===== src/rtl/uart_dump_pkg.sv =====
// Shared definitions for the UART register dumper.
//   state_e        : dump sequencer states
//   ASCII_*        : fixed characters used to build each "Rn=0x....\r\n" line
//   nibble_to_hex  : 4-bit value to uppercase ASCII hex digit
package uart_dump_pkg;

  typedef enum logic [1:0] {
    IDLE  = 2'd0,
    SNAP  = 2'd1,
    EMIT  = 2'd2,
    DRAIN = 2'd3
  } state_e;

  localparam logic [7:0] ASCII_R    = 8'h52;  // 'R'
  localparam logic [7:0] ASCII_EQ   = 8'h3D;  // '='
  localparam logic [7:0] ASCII_ZERO = 8'h30;  // '0'
  localparam logic [7:0] ASCII_X    = 8'h78;  // 'x'
  localparam logic [7:0] ASCII_CR   = 8'h0D;
  localparam logic [7:0] ASCII_LF   = 8'h0A;

  // Characters per line that are not hex digits: 'R', index, '=', '0', 'x', CR, LF.
  localparam int LINE_FIXED = 7;

  function automatic logic [7:0] nibble_to_hex(input logic [3:0] n);
    if (n < 4'd10) begin
      return 8'h30 + {4'h0, n};
    end
    return 8'h37 + {4'h0, n};  // 0x41 + (n - 10)
  endfunction

endpackage


===== src/rtl/uart_tx_byte.sv =====
// 8N1 byte serializer.
//   clk, rst_n : clock, asynchronous active-low reset
//   data       : byte to send, captured when valid && ready
//   valid      : byte offered by the producer
//   ready      : high only while no frame is in flight
//   tx         : serial line, idle high; registered so reset forces it high at once
module uart_tx_byte #(
  parameter int BAUD_DIV = 10
) (
  input  logic       clk,
  input  logic       rst_n,
  input  logic [7:0] data,
  input  logic       valid,
  output logic       ready,
  output logic       tx
);

  localparam int CW = $clog2(BAUD_DIV);
  localparam logic [CW-1:0] BAUD_LAST = CW'(BAUD_DIV - 1);

  logic          active_q, active_d;
  logic [CW-1:0] baud_q, baud_d;
  logic [3:0]    bit_q, bit_d;
  logic [9:0]    frame_q, frame_d;
  logic          tx_q, tx_d;

  always_comb begin
    active_d = active_q;
    baud_d   = baud_q;
    bit_d    = bit_q;
    frame_d  = frame_q;
    tx_d     = tx_q;
    if (!active_q) begin
      if (valid) begin
        // Start bit goes out on the cycle after acceptance.
        active_d = 1'b1;
        frame_d  = {1'b1, data, 1'b0};
        tx_d     = 1'b0;
        baud_d   = '0;
        bit_d    = 4'd0;
      end
    end else if (baud_q == BAUD_LAST) begin
      baud_d = '0;
      if (bit_q == 4'd9) begin
        // Stop bit complete; ready rises next cycle so the next start
        // bit trails the stop bit by a single idle clock.
        active_d = 1'b0;
        tx_d     = 1'b1;
      end else begin
        bit_d   = bit_q + 4'd1;
        frame_d = {1'b1, frame_q[9:1]};
        tx_d    = frame_q[1];
      end
    end else begin
      baud_d = baud_q + 1'b1;
    end
  end

  always_ff @(posedge clk or negedge rst_n) begin
    if (!rst_n) begin
      active_q <= 1'b0;
      baud_q   <= '0;
      bit_q    <= 4'd0;
      frame_q  <= '1;
      tx_q     <= 1'b1;
    end else begin
      active_q <= active_d;
      baud_q   <= baud_d;
      bit_q    <= bit_d;
      frame_q  <= frame_d;
      tx_q     <= tx_d;
    end
  end

  assign ready = !active_q;
  assign tx    = tx_q;

endmodule


===== src/rtl/uart_reg_dump.sv =====
// Dumps a bank of registers over a UART as text lines "Rn=0xHHHH\r\n".
//   clk       : system clock (rising edge)
//   rst_n     : asynchronous active-low reset
//   regs      : register values, element 0 dumped first
//   dump_req  : single-cycle request for a full dump
//   uart_tx   : 8N1 serial output, idle high
//   busy      : high from the snapshot cycle until the last stop bit ends
//   dump_done : one-cycle pulse on the first cycle busy is low again
// MODE=0 dumps whenever regs differ from the last snapshot; MODE=1 dumps
// every PERIOD_CYCLES clocks. Triggers during a dump collapse into one.
module uart_reg_dump
  import uart_dump_pkg::*;
#(
  parameter int CLK_HZ        = 27000000,
  parameter int BAUD          = 115200,
  parameter int NUM_REGS      = 8,
  parameter int REG_WIDTH     = 16,
  parameter int MODE          = 0,
  parameter int PERIOD_CYCLES = CLK_HZ
) (
  input  logic                                clk,
  input  logic                                rst_n,
  input  logic [NUM_REGS-1:0][REG_WIDTH-1:0]  regs,
  input  logic                                dump_req,
  output logic                                uart_tx,
  output logic                                busy,
  output logic                                dump_done
);

  localparam int BAUD_DIV   = (CLK_HZ + BAUD / 2) / BAUD;
  localparam int HEX_DIGITS = REG_WIDTH / 4;
  localparam int LINE_LEN   = LINE_FIXED + HEX_DIGITS;
  localparam int RIW        = (NUM_REGS > 1) ? $clog2(NUM_REGS) : 1;
  localparam int PW         = (PERIOD_CYCLES > 1) ? $clog2(PERIOD_CYCLES) : 1;

  localparam logic [RIW-1:0] REG_LAST    = RIW'(NUM_REGS - 1);
  localparam logic [3:0]     CHAR_LAST   = 4'(LINE_LEN - 1);
  localparam logic [3:0]     HEX_END     = 4'(5 + HEX_DIGITS);  // index of CR
  localparam logic [3:0]     NIB_TOP     = 4'(HEX_DIGITS - 1);
  localparam logic [PW-1:0]  PERIOD_LAST = PW'(PERIOD_CYCLES - 1);

  if (BAUD_DIV < 2) begin : g_bad_baud
    $error("uart_reg_dump: BAUD_DIV must be at least 2");
  end
  if (NUM_REGS < 1 || NUM_REGS > 8) begin : g_bad_num_regs
    $error("uart_reg_dump: NUM_REGS must be 1..8");
  end
  if (REG_WIDTH < 4 || REG_WIDTH > 32 || (REG_WIDTH % 4) != 0) begin : g_bad_width
    $error("uart_reg_dump: REG_WIDTH must be 4..32 and a multiple of 4");
  end
  if (MODE != 0 && MODE != 1) begin : g_bad_mode
    $error("uart_reg_dump: MODE must be 0 or 1");
  end
  if (PERIOD_CYCLES < 1) begin : g_bad_period
    $error("uart_reg_dump: PERIOD_CYCLES must be at least 1");
  end

  state_e               state_q, state_d;
  logic [REG_WIDTH-1:0] snap_q [NUM_REGS];
  logic [RIW-1:0]       reg_idx_q, reg_idx_d;
  logic [3:0]           char_idx_q, char_idx_d;
  logic                 pend_q, pend_d;
  logic [PW-1:0]        period_q, period_d;
  logic                 done_q, done_d;

  logic                 changed;
  logic                 period_tick;
  logic                 ext_trig;
  logic                 ser_valid;
  logic                 ser_ready;
  logic [7:0]           cur_char;
  logic [REG_WIDTH-1:0] cur_word;
  logic [3:0]           digit_pos;
  logic [3:0]           nib_idx;
  logic [3:0]           nib;

  // Any live register differing from its snapshot.
  always_comb begin
    changed = 1'b0;
    for (int i = 0; i < NUM_REGS; i++) begin
      if (regs[i] != snap_q[i]) begin
        changed = 1'b1;
      end
    end
  end

  // Free-running interval counter; keeps counting through dumps.
  assign period_tick = (period_q == PERIOD_LAST);
  assign period_d    = period_tick ? '0 : period_q + 1'b1;

  // Triggers that can arrive at any time and are remembered while busy.
  // The change trigger is only meaningful in IDLE: afterwards the live
  // value is compared against the fresh snapshot anyway.
  assign ext_trig = dump_req || ((MODE == 1) && period_tick);

  // Character generator, driven purely from the snapshot.
  assign cur_word  = snap_q[reg_idx_q];
  assign digit_pos = char_idx_q - 4'd5;
  assign nib_idx   = NIB_TOP - digit_pos;
  assign nib       = 4'(cur_word >> {nib_idx, 2'b00});

  always_comb begin
    cur_char = ASCII_LF;
    if (char_idx_q == 4'd0) begin
      cur_char = ASCII_R;
    end else if (char_idx_q == 4'd1) begin
      cur_char = ASCII_ZERO + 8'(reg_idx_q);
    end else if (char_idx_q == 4'd2) begin
      cur_char = ASCII_EQ;
    end else if (char_idx_q == 4'd3) begin
      cur_char = ASCII_ZERO;
    end else if (char_idx_q == 4'd4) begin
      cur_char = ASCII_X;
    end else if (char_idx_q < HEX_END) begin
      cur_char = nibble_to_hex(nib);
    end else if (char_idx_q == HEX_END) begin
      cur_char = ASCII_CR;
    end
  end

  always_comb begin
    state_d    = state_q;
    reg_idx_d  = reg_idx_q;
    char_idx_d = char_idx_q;
    pend_d     = pend_q;
    done_d     = 1'b0;
    ser_valid  = 1'b0;
    unique case (state_q)
      IDLE: begin
        if (ext_trig || pend_q || ((MODE == 0) && changed)) begin
          state_d = SNAP;
        end
      end
      SNAP: begin
        pend_d     = 1'b0;
        reg_idx_d  = '0;
        char_idx_d = 4'd0;
        state_d    = EMIT;
      end
      EMIT: begin
        ser_valid = 1'b1;
        if (ser_ready) begin
          if (char_idx_q == CHAR_LAST) begin
            char_idx_d = 4'd0;
            if (reg_idx_q == REG_LAST) begin
              state_d = DRAIN;
            end else begin
              reg_idx_d = reg_idx_q + 1'b1;
            end
          end else begin
            char_idx_d = char_idx_q + 4'd1;
          end
        end
      end
      DRAIN: begin
        if (ser_ready) begin
          state_d = IDLE;
          done_d  = 1'b1;
        end
      end
      default: state_d = IDLE;
    endcase
    // A trigger seen while busy (SNAP cycle included) is held for one more dump.
    if (state_q != IDLE && ext_trig) begin
      pend_d = 1'b1;
    end
  end

  always_ff @(posedge clk or negedge rst_n) begin
    if (!rst_n) begin
      state_q    <= IDLE;
      reg_idx_q  <= '0;
      char_idx_q <= 4'd0;
      pend_q     <= 1'b0;
      period_q   <= '0;
      done_q     <= 1'b0;
      for (int i = 0; i < NUM_REGS; i++) begin
        snap_q[i] <= '0;
      end
    end else begin
      state_q    <= state_d;
      reg_idx_q  <= reg_idx_d;
      char_idx_q <= char_idx_d;
      pend_q     <= pend_d;
      period_q   <= period_d;
      done_q     <= done_d;
      if (state_q == SNAP) begin
        for (int i = 0; i < NUM_REGS; i++) begin
          snap_q[i] <= regs[i];
        end
      end
    end
  end

  uart_tx_byte #(
    .BAUD_DIV(BAUD_DIV)
  ) u_tx (
    .clk  (clk),
    .rst_n(rst_n),
    .data (cur_char),
    .valid(ser_valid),
    .ready(ser_ready),
    .tx   (uart_tx)
  );

  assign busy      = (state_q != IDLE);
  assign dump_done = done_q;

endmodule


===== config.mk =====
export PLATFORM = sky130hd
export DESIGN_NAME = uart_reg_dump
export DESIGN_NICKNAME = d
export VERILOG_FILES = /design/src/rtl/uart_dump_pkg.sv /design/src/rtl/uart_tx_byte.sv /design/src/rtl/uart_reg_dump.sv
export SDC_FILE = /design/constraint.sdc
export NUM_CORES = 1
export LEC_CHECK = 0
export ABC_AREA = 1
export BUFFER_PORTS_ARGS = -buffer_cell sky130_fd_sc_hd__buf_4
export CAP_MARGIN = 20
export CORE_ASPECT_RATIO = 0.9
export CORE_MARGIN = 5
export CORE_UTILIZATION = 51
export CTS_CLUSTER_SIZE = 30
export DETAILED_ROUTE_END_ITERATION = 8
export PLACE_DENSITY = 0.68
export SLEW_MARGIN = 5
export SYNTH_ARGS = -nofsm -noshare
export SYNTH_HDL_FRONTEND = slang
export SYNTH_HIERARCHICAL = 1
export SYNTH_SLANG_ARGS = --single-unit

===== constraint.sdc =====
create_clock -name clk -period 4.1 [get_ports clk]
set_input_delay 0.205 -clock clk [delete_from_list [all_inputs] [get_ports clk]]
set_output_delay 0.205 -clock clk [all_outputs]
set_load 0.01 [all_outputs]

==> flow_summary.yaml <==
status:
  outcome: "finished, violations left"
  violations: "hold timing"
drt:
  vias: 8825
  avgRoutedWirePerCell_um: 16.0
  ant_nets: 0
  wirelength_um: 27000
  drtPass1Iterations: 7
  vias_per_cell: 5.23
  drt_iter0_drc: 672
  drc: 0
worst_setup_path:
  critPathLaunch: "reg_idx_q[0]$_DFFE_PN0P_"
  crit_path_start_kind: "register"
  crit_path_max_fanout: 54
  reg2reg_from: "reg_idx_q[0]$_DFFE_PN0P_"
  critPathKind: "register to register"
  r2r_cells: 16
  r2r_slack_ns: 0.87
  critical_path.endpoint: "u_tx/frame_q[3]$_DFFE_PN1P_"
  required_ns: 4.47
  end_kind: "register"
  rr_endpoint: "u_tx/frame_q[3]$_DFFE_PN1P_"
  crit_arrival_ns: 3.60
clock_tree:
  cts-htree-levels: 4
  clkLatencyLatePin_ns: 0.43
  cts.clk_slew.worst_paths_ns: 0.07
  clock-sinks: 161
  clockBufferDepth: 2
  postCtsSetupBuffers: 0
  cts-root-buf: "clkbuf_16"
  tritoncts: "built"
  cts_buffers: 17
sta:
  worst_slew_pin_slew_ns: 0.903
  max_slew_margin_pct: 39.8
  setup_viol: 0
  period_needed_ns: 3.23
  drv_slew: 0
  skew_ns: 0.00682
  final.setup.tns_ns: 0
  hold_viol_final: 1
  rsz0062_at_grt: "false"
  holdWs_ns: -0.0103
  max_freq_mhz: 310
  worst_slack_ns: 0.872
  fin_crit_sh_pct: 78.7
floorplan:
  core-area_mm2: 0.0190
  dieArea_mm2: 0.0221
  start_util_pct: 51.6
  io_pins: 134
  die_h_um: 142
  rows: 48
  die_x_um: 156
global_route:
  first_global_vias: 8654
  grtUsageTotal_pct: 25.2
  antenna_found_initial: 0
  grt_overflow: 0
  grt_pass1_wl_um: 44100
  grt_max_degree: 110
synthesis:
  async_flop_share_pct: 100
  synth-edff-count: 0
  synthDistinctLibCells: 41
  syn_area_mm2: 0.00982
  synth_top_area_share_pct: 38.7
  ys_seq_area_share_pct: 41.2
  yosysTopAreaCell: "dfrtp_1"
  ys_warn_count: 6
  syn-num-nets: 1411
  ys_ff_latch: 161
  synthFlopType: "dfrtp_1"
  synth_area_leaders: "dfrtp_1 39%, nand2_1 12%, o21ai_0 6.6%"
  avgSynthCellArea_um2: 7.76
  synth_cells: 1265
power_and_ir_drop:
  irDropWorstVdd_mv: 0.249
  cellPowerDensity_mw_per_mm2: 313
  leakage_uw: 0.00559
place:
  port_buffers: 133
  gp_congestion: 0.891
  dp_slack_ns: 0.917
  hpwl_um: 19900
cells_and_area:
  antennaDiodeCount: 0
  final_nets: 1571
  drive_gt1_share_pct: 16.9
  syn_to_final_growth_pct: 23.0
min_path:
  hold_path.class: "primary input to register"
run:
  drv_cap: 0
==> state kept, by name, summed over array words and instances (netlist names) <==
register and cells:
pend_q 1, u_tx/active_q 1, u_tx/tx 1, char_idx_q 4
u_tx/bit_q 4, state_q 2, reg_idx_q 3, u_tx/baud_q 8
u_tx/frame_q 8, snap_q 128, dump_done 1
==> worst max-delay path, stage by stage (launching register included) <==
cell and delay (ns):
dfrtp_2 0.96, buf_4 0.50, o21ai_0 0.24, nand3_1 0.18
nand3_1 0.09, nand3_1 0.10, nand3_1 0.12, ha_1 0.24
nand4_1 0.10, nand2_1 0.06, nand2_1 0.06, nand3_1 0.07
a21oi_1 0.14, nand2_1 0.07, nand2_1 0.08, nand3_1 0.07
nand2_1 0.08
==> worst min path at each step <==
stage / startpoint / endpoint / depth (start not counted)
5_1_grt: regs[63] / snap_q[79]$_DFFE_PN0P_ / 3
4_1_cts: regs[127] / snap_q[15]$_DFFE_PN0P_ / 3
3_5_place_dp: rst_n / snap_q[46]$_DFFE_PN0P_ / 1
2_1_floorplan: rst_n / char_idx_q[0]$_DFFE_PN0P_ / 0
6_report: regs[63] / snap_q[79]$_DFFE_PN0P_ / 3
3_3_place_gp: rst_n / snap_q[54]$_DFFE_PN0P_ / 1
==> metrics by stage <==
step	util [%]	hold slack, ns	instances	power, uW	area, um2
3_5_place_dp	57.5	0.362	1601	2140	10900
4_1_cts	63.4	0.000192	1687	3800	12100
5_1_grt	63.4	0.00624	1687	3910	12100
6_report	63.4	-0.0103	1687	3780	12100
3_3_place_gp	57.5	0.367	1601	2130	10900
2_1_floorplan	-	-0.0906	1265	1910	9820
==> Yosys cell counts (16+ instances only) <==
| cell type | instances |
|---|---|
| buf_2 | 17 |
| or2_2 | 16 |
| nand3_1 | 128 |
| nand2_1 | 305 |
| nand4_1 | 17 |
| o21ai_0 | 129 |
| dfrtp_1 | 152 |
| a21oi_1 | 24 |
| inv_1 | 141 |
| clkbuf_1 | 26 |
| o211ai_1 | 18 |
| xnor2_1 | 62 |
| mux2_2 | 27 |
| xor2_1 | 48 |
| nor2_1 | 52 |
==> report_power, final <==
group / internal, uW / total, uW / switching (uW)
registers: 1660 / 1710 / 50.1
logic: 230 / 446 / 216
clock network: 971 / 1630 / 655
==> cell type report <==
type / count / area (um2)
clock inverters: 9 / 133
multi-input cells: 900 / 4950
well taps: 250 / 313
flip-flops and latches: 161 / 4040
repair buffers: 196 / 1630
clock buffers: 22 / 454
inverters: 149 / 559
fillers: 1675 / 6960
==> routing by layer <==
metal / up-vias / GRT usage (%) / part of all wire (%)
met1: 4111 / 36.0 / 46
met2: 283 / 39.0 / 45
li1: 4399 / - / -
met5: - / 0 / 0
met4: 0 / 7.35 / 2.0
met3: 32 / 4.82 / 7.1
==> timing repair <==
item	in CTS	in global routing
hold buffers	55	0
endpoints found under the setup margin	0	0
resized for setup	0	0
endpoints found under the hold margin	148	0
==> cell families after synthesis <==
logic type | synth area share (%)
and+or+nand+nor | 25.1
buffers and inverters | 8.55
AOI/OAI and AO/OA | 10.4
DFF | 41.2
xor gates and xnor gates | 9.81
muxes | 3.10
adders and majority gates | 1.91
other | 0.0382
==> cell usage in the layout, fill, tap and decap left out, drive strengths merged, types with 18 or more instances in the layout <==
| cell | netlist | layout |
|---|---|---|
| buf | 29 | 141 |
| nor2 | 55 | 55 |
| or2 | 18 | 18 |
| xnor2 | 62 | 62 |
| dfrtp | 152 | 152 |
| inv | 148 | 149 |
| mux2 | 27 | 27 |
| a21oi | 25 | 25 |
| clkbuf | 26 | 22 |
| dlygate4sd3 | 0 | 55 |
| nand2 | 311 | 311 |
| o21ai | 138 | 138 |
| o211ai | 18 | 18 |
| xor2 | 48 | 48 |
| nand3 | 132 | 132 |
Power figures use the tool's default switching activity.
